<file path="config.mk">
export PLATFORM = sky130hd
export DESIGN_NAME = alu_result_gen_flat
export DESIGN_NICKNAME = d
export VERILOG_FILES = /design/src/rtl/alu_result_gen_if.sv /design/src/rtl/alu_result_gen.sv /design/src/flat_wrapper.sv
export SDC_FILE = /design/constraint.sdc
export NUM_CORES = 1
export LEC_CHECK = 0
export CAP_MARGIN = 15
export CORE_ASPECT_RATIO = 0.6
export CORE_MARGIN = 1.5
export CORE_UTILIZATION = 30
export DETAILED_ROUTE_END_ITERATION = 10
export PLACE_DENSITY_LB_ADDON = 0.15
export SLEW_MARGIN = 20
export SYNTH_ARGS = -nofsm -noshare
export SYNTH_HDL_FRONTEND = slang
export SYNTH_SLANG_ARGS = --single-unit
export TNS_END_PERCENT = 1
</file>
<file path="constraint.sdc">
create_clock -name CLK -period 3.47 [get_ports CLK]
set_input_delay 0.694 -clock CLK [delete_from_list [all_inputs] [get_ports CLK]]
set_output_delay 0.694 -clock CLK [all_outputs]
set_load 0.05 [all_outputs]
</file>
<file path="src/rtl/alu_result_gen_if.sv">
// Handshake and data bundle between the EXE adder back-end and the MEM stage.
interface alu_result_gen_if #(
    parameter int BITS = 32
);
    logic            FLUSH;
    logic            IN_VALID;
    logic            IN_READY;
    logic [BITS-1:0] SUM;
    logic            CARRY;
    logic            A_MSB;
    logic            B_MSB;
    logic [1:0]      OPSEL;
    logic            NEG_RES;
    logic            OUT_VALID;
    logic            OUT_READY;
    logic [BITS-1:0] RESULT;
    logic            FLAG_Z;
    logic            FLAG_N;
    logic            FLAG_C;
    logic            FLAG_V;

    // Pipeline side: drives the adder result and MEM-side ready, observes outputs.
    modport master (
        output FLUSH, IN_VALID, SUM, CARRY, A_MSB, B_MSB, OPSEL, NEG_RES, OUT_READY,
        input  IN_READY, OUT_VALID, RESULT, FLAG_Z, FLAG_N, FLAG_C, FLAG_V
    );

    // Result generator side.
    modport slave (
        input  FLUSH, IN_VALID, SUM, CARRY, A_MSB, B_MSB, OPSEL, NEG_RES, OUT_READY,
        output IN_READY, OUT_VALID, RESULT, FLAG_Z, FLAG_N, FLAG_C, FLAG_V
    );
endinterface

</file>
<file path="src/rtl/alu_result_gen.sv">
// EXE-stage result back-end: optional result negation, Z/N/C/V flag
// generation and a 2-entry valid/ready skid buffer towards MEM.
module alu_result_gen #(
    parameter int BITS = 32
) (
    input logic              CLK,
    input logic              RST_N,
    alu_result_gen_if.slave  bus
);
    // Entry layout: {result, Z, N, C, V}
    localparam int EW = BITS + 4;

    logic [BITS-1:0] w_result;
    logic            w_z;
    logic            w_n;
    logic            w_c;
    logic            w_v;
    logic [EW-1:0]   w_entry;
    logic            w_accept;
    logic            w_xfer;

    logic [EW-1:0]   r_main;
    logic [EW-1:0]   r_skid;
    logic            r_main_vld;
    logic            r_skid_vld;

    // Result recovery and flag computation on the incoming adder output.
    always_comb begin
        w_result = bus.NEG_RES ? (~bus.SUM + BITS'(1)) : bus.SUM;
        w_z      = (w_result == '0);
        w_n      = w_result[BITS-1];
        // Inverted or zeroed B has no meaningful carry, so C is forced low.
        w_c      = bus.OPSEL[1] ? 1'b0 : bus.CARRY;
        // Overflow judged on the raw sum so negation cannot mask it.
        w_v      = (bus.A_MSB == bus.B_MSB) && (bus.SUM[BITS-1] != bus.A_MSB);
        w_entry  = {w_result, w_z, w_n, w_c, w_v};
    end

    // Skid register is only ever occupied while main is, so it alone marks "full".
    assign w_accept = bus.IN_VALID && !r_skid_vld;
    assign w_xfer   = r_main_vld && bus.OUT_READY;

    // Skid buffer occupancy and data movement; FLUSH discards everything.
    always_ff @(posedge CLK or negedge RST_N) begin
        if (!RST_N) begin
            r_main     <= '0;
            r_skid     <= '0;
            r_main_vld <= 1'b0;
            r_skid_vld <= 1'b0;
        end else if (bus.FLUSH) begin
            r_main_vld <= 1'b0;
            r_skid_vld <= 1'b0;
        end else if (!r_main_vld) begin
            if (w_accept) begin
                r_main     <= w_entry;
                r_main_vld <= 1'b1;
            end
        end else if (!r_skid_vld) begin
            if (w_xfer && w_accept) begin
                r_main <= w_entry;
            end else if (w_xfer) begin
                r_main_vld <= 1'b0;
            end else if (w_accept) begin
                r_skid     <= w_entry;
                r_skid_vld <= 1'b1;
            end
        end else if (w_xfer) begin
            r_main     <= r_skid;
            r_skid_vld <= 1'b0;
        end
    end

    // Outputs come straight from registered state only.
    always_comb begin
        bus.IN_READY  = !r_skid_vld;
        bus.OUT_VALID = r_main_vld;
        bus.RESULT    = r_main[EW-1:4];
        bus.FLAG_Z    = r_main[3];
        bus.FLAG_N    = r_main[2];
        bus.FLAG_C    = r_main[1];
        bus.FLAG_V    = r_main[0];
    end
endmodule

</file>
<file path="src/flat_wrapper.sv">
// flat-port wrapper written by rule: the top's interface ports become plain ports
module alu_result_gen_flat 
#(
    parameter int BITS = 32
)
  (CLK, RST_N, bus_FLUSH, bus_IN_VALID, bus_SUM, bus_CARRY, bus_A_MSB, bus_B_MSB, bus_OPSEL, bus_NEG_RES, bus_OUT_READY, bus_IN_READY, bus_OUT_VALID, bus_RESULT, bus_FLAG_Z, bus_FLAG_N, bus_FLAG_C, bus_FLAG_V);
  alu_result_gen_if #(.BITS(BITS)) bus_i ();
  input logic CLK;
  input logic RST_N;
  input wire logic [$bits(bus_i.FLUSH)-1:0] bus_FLUSH;
  input wire logic [$bits(bus_i.IN_VALID)-1:0] bus_IN_VALID;
  input wire logic [$bits(bus_i.SUM)-1:0] bus_SUM;
  input wire logic [$bits(bus_i.CARRY)-1:0] bus_CARRY;
  input wire logic [$bits(bus_i.A_MSB)-1:0] bus_A_MSB;
  input wire logic [$bits(bus_i.B_MSB)-1:0] bus_B_MSB;
  input wire logic [$bits(bus_i.OPSEL)-1:0] bus_OPSEL;
  input wire logic [$bits(bus_i.NEG_RES)-1:0] bus_NEG_RES;
  input wire logic [$bits(bus_i.OUT_READY)-1:0] bus_OUT_READY;
  output wire logic [$bits(bus_i.IN_READY)-1:0] bus_IN_READY;
  output wire logic [$bits(bus_i.OUT_VALID)-1:0] bus_OUT_VALID;
  output wire logic [$bits(bus_i.RESULT)-1:0] bus_RESULT;
  output wire logic [$bits(bus_i.FLAG_Z)-1:0] bus_FLAG_Z;
  output wire logic [$bits(bus_i.FLAG_N)-1:0] bus_FLAG_N;
  output wire logic [$bits(bus_i.FLAG_C)-1:0] bus_FLAG_C;
  output wire logic [$bits(bus_i.FLAG_V)-1:0] bus_FLAG_V;
  assign bus_i.FLUSH = bus_FLUSH;
  assign bus_i.IN_VALID = bus_IN_VALID;
  assign bus_i.SUM = bus_SUM;
  assign bus_i.CARRY = bus_CARRY;
  assign bus_i.A_MSB = bus_A_MSB;
  assign bus_i.B_MSB = bus_B_MSB;
  assign bus_i.OPSEL = bus_OPSEL;
  assign bus_i.NEG_RES = bus_NEG_RES;
  assign bus_i.OUT_READY = bus_OUT_READY;
  assign bus_IN_READY = bus_i.IN_READY;
  assign bus_OUT_VALID = bus_i.OUT_VALID;
  assign bus_RESULT = bus_i.RESULT;
  assign bus_FLAG_Z = bus_i.FLAG_Z;
  assign bus_FLAG_N = bus_i.FLAG_N;
  assign bus_FLAG_C = bus_i.FLAG_C;
  assign bus_FLAG_V = bus_i.FLAG_V;
  alu_result_gen #(.BITS(BITS)) u_core (.CLK(CLK), .RST_N(RST_N), .bus(bus_i));
endmodule
</file>
== After elaboration in Yosys (flattened, before gate mapping) ==
Index checks and enable logic that the tools add are counted.
Operators by class
  multipliers: 0
  bitwise logic cells: 5
  $lt $le $gt $ge: 0
  equality and inequality tests: 4
  shift-type cells: 0
  add/sub/neg operators: 1
  reductions and logical operators: 10
  multiplexer cells: 18
  divide/modulo/power cells: 0
Operator list (count)
  36-bit 2-to-1 mux: 5
  32-bit by 1-bit adder with 32-bit output (second input constant): 1
  32-bit logical NOT: 1
  32-bit 2-to-1 mux: 1
  32-bit inverter: 1
  1-bit 2-to-1 mux: 12
  6-bit AND reduction: 1
  1-bit logical AND: 4
  1-bit inverter: 4
  4-bit AND reduction: 1
  2-bit nonzero test: 2
  3-bit by 2-bit inequality test with 1-bit output (second input constant): 1
  3-bit inequality test (second input constant): 1
  1-bit equality test: 1
  1-bit logical NOT: 1
  1-bit inequality test: 1
Word-level totals
  output and inout port bits: 38
  input bits: 43
  memory bits (writable): 0
  memories kept: 0
  word-level logic and storage cells: 42
  register bits after elaboration: 74
  bits in latches: 0
  memory bits (read-only): 0

== Longest topological paths before layout ==
Gate-level depths: netlist (run 1).
  depth after elaboration: 8
  depth in mapped cells: 11
  gate-level depth less buffers: 9

== Worst setup path before layout (run 1) ==
No wires, ideal clock.
  kind: input-to-reg
  from: in bus_SUM[0]
  to: reg u_core.r_main[3]
  slack: 0.236 ns
  stages on the path: 11
  library setup time: 0.092 ns
  data arrival time: 3.142 ns
  path buffers: 2
  data required time: 3.378 ns
  path through: inv_1 -> ha_1 -> or3b_2 -> clkbuf_1 -> or4_4 -> buf_4 -> o21ai_0 -> nand4_1 -> a2111oi_1 -> nand4b_1 -> o31ai_2
On the way
  cells in the longest elaborated chain, start to end: 7
  elaborated cells on any way between the ends: 8
  classes of those cells: add/sub (1); mux (5); bitwise (1); reduce/logical (1)
Ends and longest elaborated chain
  from (decl): RTL line flat_wrapper.sv:12  | input wire logic [$bits(bus_i.SUM)-1:0] bus_SUM;
  32-bit inverter: RTL line alu_result_gen.sv:29  | w_result = bus.NEG_RES ? (~bus.SUM + BITS'(1)) : bus.SUM;
  32-bit by 1-bit adder with 32-bit output: RTL line alu_result_gen.sv:29
  32-bit 2-to-1 mux *: RTL line alu_result_gen.sv:29
  32-bit logical NOT *: RTL line alu_result_gen.sv:30  | w_z = (w_result == '0);
  36-bit 2-to-1 mux: RTL line alu_result_gen.sv:59  | if (w_xfer && w_accept) begin
  36-bit 2-to-1 mux: RTL line alu_result_gen.sv:58  | end else if (!r_skid_vld) begin
  36-bit 2-to-1 mux *: RTL line alu_result_gen.sv:53  | end else if (!r_main_vld) begin
  to (signal assigned): RTL line alu_result_gen.sv:55  | r_main <= w_entry;
  to (signal assigned): RTL line alu_result_gen.sv:60  | r_main <= w_entry;
  to (signal assigned): RTL line alu_result_gen.sv:68  | r_main <= r_skid;
  to (decl): RTL line alu_result_gen.sv:22  | logic [EW-1:0] r_main;
Mark *: on every way between the ends. The rest lies on a longest branch, timed or not. The select of a mux whose other input is x is not followed.
A chain may end at the register's enable or synchronous reset.

== Worst setup path in the final report (run 1) ==
  from: in bus_SUM[12]
  to: reg u_core.r_main[3]
The elaborated chain is that of the path after synthesis.

==> results.md, run 1 <==
- PwrDens: 511 mW/mm²
- Slew @ Worst Pin: 667 ps
- Vias in the first global route: 3819
- Buffers added on ports: 79
- Drt via density: 4.95
- Final setup fails: 0
- Most frequent CP cell: or4_4
- H-tree depth: 3
- Slew HR: 0.552
- Nets@finish: 691
- Via count: 4177
- Synth area leaders: dfrtp_1 42%, o21ai_0 10%, nand2_1 8.2%, xor2_1 4.5%, a21oi_1 3.5%
- Critical path required time: 3710 ps
- Dpl ws: -519 ps
- Skew-Pair Late Insertion Delay: 340 ps
- Pleak: 2.63 nW
- FP Rows: 33
- Starting Density: 0.311
- # DRC: 0
- Combinational share of power: 0.334
- Ys async rst share: 1.00
- Final HPWL DP: 9.84 mm
- EDFF count, synth: 0
- CTS Hold Bufs: 0
- MaxCap Viol Count: 0
- Worst Reg-to-Reg Cells: 6
- CTS root buffer: clkbuf_16
- Critical path startpoint category: input pin
- Pint: 1.98 mW
- Die H: 95.7 µm
- Yosys warnings: 0
- Post-synth top flop: dfrtp_1
- Mean Syn Cell Area: 8.14 µm²
- Sink Count: 72
- WHS: 379 ps
- Routability congestion estimate: 0.931
- Status: completed
- Post-synth top cells: 94 x nand2_1, 88 x o21ai_0, 72 x dfrtp_1
- Max incr delay on CP: 580 ps
- CTS tree: built
- Synthesized instance count: 528
- Switching Share: 0.367
- Die width: 158 µm
- Sw power: 1.15 mW
- Clk buf depth: 2
- Most frequent cell after synthesis: nand2_1
- Total wire length: 12.9 mm
- Total Routing Usage GR: 0.179
- Cell Chain, Critical Path: clkdlybuf4s50_1 -> or4_4 -> buf_6 -> or4_4 -> or4_1 -> a21oi_2 -> o32a_1 -> nand4b_1 -> o31ai_2
- Slowest cell on crit path: or4_4
- Die Area: 0.0151 mm²
- Setup Crit Path Kind: input pin to flop
- Flop pwr share: 0.363
- Distinct cell type count after synthesis: 57
- Worst VDD drop: 0.196 mV
- Hold Path Class: input pin to async pin
- Final Cycle Share: 0.977
- CP Capture Type: flop
- Slew Viols, Final: 0
- Core Box Area: 0.0138 mm²
- Ports: 81
- Total global routing overflow: 0
- Crit path DAT: 3630 ps
- Clock Skew: 5.76 ps
- CTS buffer count: 9
- Register area share after synthesis: 0.419
- Peak Freq: 295 MHz
- Largest net degree at the start of global routing: 73
- Final worst path period need: 3390 ps
- P&R area growth vs syn: 42.9%
- Drt pass-1 iters: 4
- Hold Vio Cnt, Final: 0
- First-pass GRT wire length: 20.5 mm
- Count of state elements after synthesis: 72
- Worst-path fanout max: 6
- Antenna violations before repair: 0
- Post-Synthesis Net Count: 573
- Synth Cell Area: 0.00430 mm²
- Final WS setup: 79.2 ps
- Area leader, netlist: dfrtp_1
- Clock Pin Slew Worst Setup and Hold Paths: 60 ps
- DR iter-0 viols: 253
- Reg2Reg Capture Point: u_core.r_main[30]
- Clock network power share: 0.302
- RR Startpoint: u_core.bus.OUT_VALID
- Area share of the largest cell type after synthesis: 0.419
- Post-route ant nets: 0
- Setup TNS: 0 ps
- Ratio of cells with drive above 1 in the final layout: 0.181
- Antenna cells: 0
- WL per Instance: 15.3 µm
- R2R setup slack: 1490 ps
worst max path at each step:
stage	slack (ps)	end	start	cells after the start
6_report	80	u_core.r_main[3]	bus_SUM[12]	9
5_1_grt	-20	u_core.r_main[3]	bus_SUM[12]	10
4_1_cts	20	u_core.r_main[3]	bus_SUM[10]	10
3_5_place_dp	-520	u_core.r_main[3]	bus_SUM[3]	9
3_3_place_gp	-530	u_core.r_main[3]	bus_SUM[2]	9
2_1_floorplan	240	u_core.r_main[3]	bus_SUM[0]	11
state kept, by name (all words and copies together), names as in the netlist:
| signal | flops |
|---|---|
| u_core.bus.OUT_VALID | 1 |
| u_core.r_skid | 35 |
| u_core.r_skid_vld | 1 |
| u_core.r_main | 35 |
power groups by stage:
stage	Sequential, mW	Combinational (mW)	Clock [mW]
floorplan	1.46	0.303	0
global placement	1.15	1.03	0
detailed placement	1.16	1.04	0
CTS	1.14	1.04	0.975
global route	1.17	1.14	1.02
finish	1.14	1.05	0.947
timing repair:
action                                  in CTS  in global routing
resized for setup                            3                 24
pin swaps                                    0                 16
buffers inserted                             0                  4
endpoints found under the setup margin       2                  3
cell type report:
type	instances	area (µm²)
clock buffers	9	225
inverters	9	33.8
multi-input cells	399	2370
flip-flops and latches	72	1800
fillers	1392	7690
clock inverters	7	77.6
well taps	192	240
repair buffers	155	1390
critical path, delay by kind of cell:
family,cells,cell delay [ps]
AOI/OAI and AO/OA,3,560
buffers and inverters,2,580
and+or+nand+nor,4,1800
cells in the final DEF (no fill, tap or decap), types with 7 or more instances in the layout:
cell,count
o21ai_0,86
nand2_1,93
clkdlybuf4s50_1,77
buf_4,72
or3_1,8
dfrtp_1,72
a21oi_1,29
o41ai_1,7
inv_1,9
nor2_1,36
clkbuf_16,9
xor2_1,22
o31ai_1,7
nor3_1,12
kinds of logic (layout without fill, tap and decap cells):
kind of cell | count (synthesis) | in the layout | share of synthesized area
AOI/OAI and AO/OA | 168 | 168 | 0.241
xor gates and xnor gates | 26 | 26 | 0.0530
adders and majority gates | 2 | 2 | 0.00582
buffers and inverters | 57 | 180 | 0.0556
DFF | 72 | 72 | 0.419
muxes | 3 | 3 | 0.00699
and+or+nand+nor | 200 | 200 | 0.218
per-layer routing:
layer  global-route usage  vias to the layer above  routed length (µm)
li1                     -                     2105                   -
met1                0.299                     1951                7420
met2                0.225                      110                4700
met3               0.0270                       11                 633
met4               0.0527                        0                 150
met5                    0                        -                   0
per-stage QoR:
step                      cell area, µm²  power, mW  std cells   util
after floorplan                     4300       1.77        528      -
after global placement              5690       2.18        823  0.411
after detailed placement            5690       2.20        823  0.411
after CTS                           6000       3.16        839  0.434
after global routing                6140       3.32        843  0.444
final                               6140       3.14        843  0.444
Power figures use the tool's default switching activity.
==> run 2: changes to the inputs <==
CORE_UTILIZATION = 57   (was 30)
==> run 2 against run 1 <==
Effect of this change: register-to-register slack got worse by 40 ps; via count increased by 8.0%; global-route usage up 16 points; maximum frequency down 1.6%; critical endpoint is now u_core.r_main[32].
==> results.md, run 2 (synthesis gave the netlist of run 1 again) <==
- Worst-path fanout max: 10
- PwrDens: 542 mW/mm²
- Drt pass-1 iters: 5
- FP Rows: 24
- # DRC: 0
- CTS Hold Bufs: 0
- Routability congestion estimate: 1.01
- CTS tree: built
- MaxCap Viol Count: 0
- Via count: 4510
- Crit path DAT: 3670 ps
- Worst VDD drop: 0.351 mV
- Final setup fails: 0
- Final HPWL DP: 9.06 mm
- Switching Share: 0.363
- CTS buffer count: 9
- Hold Path Class: input pin to async pin
- Clk buf depth: 2
- WL per Instance: 17.4 µm
- P&R area growth vs syn: 38.0%
- Multi-input logic area: 0.00234 mm²
- H-tree depth: 3
- Slew HR: 0.464
- Clock Skew: 6.46 ps
- Starting Density: 0.591
- Peak Freq: 290 MHz
- Final Cycle Share: 0.993
- Largest regs: u_core.r_main (35), u_core.r_skid (35)
- Antenna violations before repair: 0
- Buffers added on ports: 79
- Nets@finish: 683
- Final worst path period need: 3450 ps
- Slew Viols, Final: 0
- Unrepaired setup endpoints after global routing: yes
- Largest net degree at the start of global routing: 71
- Skew-Pair Late Insertion Delay: 340 ps
- Setup Crit Path Kind: input pin to flop
- Die width: 115 µm
- Status: completed
- Total wire length: 13.0 mm
- Most common cell after layout, fill and taps aside: nand2_1
- Core Box Area: 0.00727 mm²
- Combinational share of power: 0.328
- Fillcell total: 493
- WHS: 338 ps
- Sink Count: 72
- Hold Vio Cnt, Final: 0
- Sw power: 1.17 mW
- Clock Pin Slew Worst Setup and Hold Paths: 60 ps
- Die H: 70.3 µm
- Ratio of cells with drive above 1 in the final layout: 0.163
- Critical path required time: 3690 ps
- Total Routing Usage GR: 0.344
- Clock network power share: 0.314
- Post-route ant nets: 0
- Vias in the first global route: 4328
- Total global routing overflow: 0
- Dpl ws: -412 ps
- Most frequent cells in the layout: 93 x nand2_1, 87 x o21ai_0, 78 x clkdlybuf4s50_1
- Worst Reg-to-Reg Cells: 6
- First-pass GRT wire length: 21.6 mm
- Pint: 2.05 mW
- Critical path startpoint category: input pin
- Antenna cells: 0
- Register area: 0.00180 mm²
- Drt via density: 6.04
- DR iter-0 viols: 702
- Pleak: 2.56 nW
- Slew @ Worst Pin: 802 ps
- Final WS setup: 23.8 ps
- Flop pwr share: 0.358
- Die Area: 0.00808 mm²
- CP Capture Type: flop
- Ports: 81
- CTS root buffer: clkbuf_16
==> run 2: changes by cell type in the layout (fill, tap and decap cells not counted), moves of 2 or more <==
| cell | change |
|---|---|
| buf_4 | -5 |
| o41ai_2 | +2 |
| o21ai_2 | -2 |
| inv_6 | -2 |
| buf_6 | -2 |
==> run 2: area by class of cell <==
class | count | area share
clock inverters | 6 | 0.0154
flip-flops and latches | 72 | 0.304
inverters | 9 | 0.00570
clock buffers | 10 | 0.0386
repair buffers | 147 | 0.221
well taps | 104 | 0.0219
multi-input cells | 399 | 0.394
==> run 2: worst paths after layout <==
kind	start	to	slack (ps)
max	bus_SUM[10]	u_core.r_main[32]	20
min	RST_N	u_core.r_skid[9]	340
max reg2reg	u_core.bus.OUT_VALID	u_core.r_main[34]	1450
min reg2reg	u_core.r_main[31]	u_core.r_main[31]	480
max in group asynchronous	RST_N	u_core.r_skid[30]	2380
min in group CLK	u_core.r_main[31]	u_core.r_main[31]	480
==> run 2: stage by stage <==
step / std cells / setup TNS, ps / utilization / total power, mW / cell area, µm²
floorplan: 528 / 0 / - / 1.77 / 4300
global placement: 730 / -2030 / 0.761 / 2.14 / 5530
detailed placement: 730 / -2800 / 0.761 / 2.19 / 5530
CTS: 747 / 0 / 0.809 / 3.20 / 5880
global route: 747 / -84.2 / 0.816 / 3.34 / 5930
finish: 747 / 0 / 0.816 / 3.21 / 5930
==> run 2: critical path: stages <==
cell             delay, ps
clkdlybuf4s50_1        420
or4_1                  600
buf_4                  200
or4_4                  590
o41ai_1                420
xor2_1                 360
nor2_1                 100
a21oi_1                170
o21ai_0                100
==> run 2: timing repair <==
action / in CTS / in global routing
setup endpoints to repair: 2 / 7
resized for setup: 5 / 11
buffers inserted: 1 / 0
pin swaps: 1 / 1
gates cloned: 0 / 0
==> run 2: layer usage <==
layer  share of wire  GRT usage  wire (µm)  vias up
met3           0.086     0.0799       1120       34
met2            0.44      0.515       5770      239
li1                -          -          -     2091
met1            0.45      0.501       5860     2146
met5               0          0          0        -
met4           0.018     0.0933        237        0
==> run 2: power groups by stage <==
stage	Clock (mW)	Combinational, mW	Sequential [mW]
2_1_floorplan	0	0.303	1.46
3_3_place_gp	0	1.00	1.14
3_5_place_dp	0	1.03	1.16
4_1_cts	1.01	1.05	1.15
5_1_grt	1.04	1.13	1.17
6_report	1.01	1.05	1.15
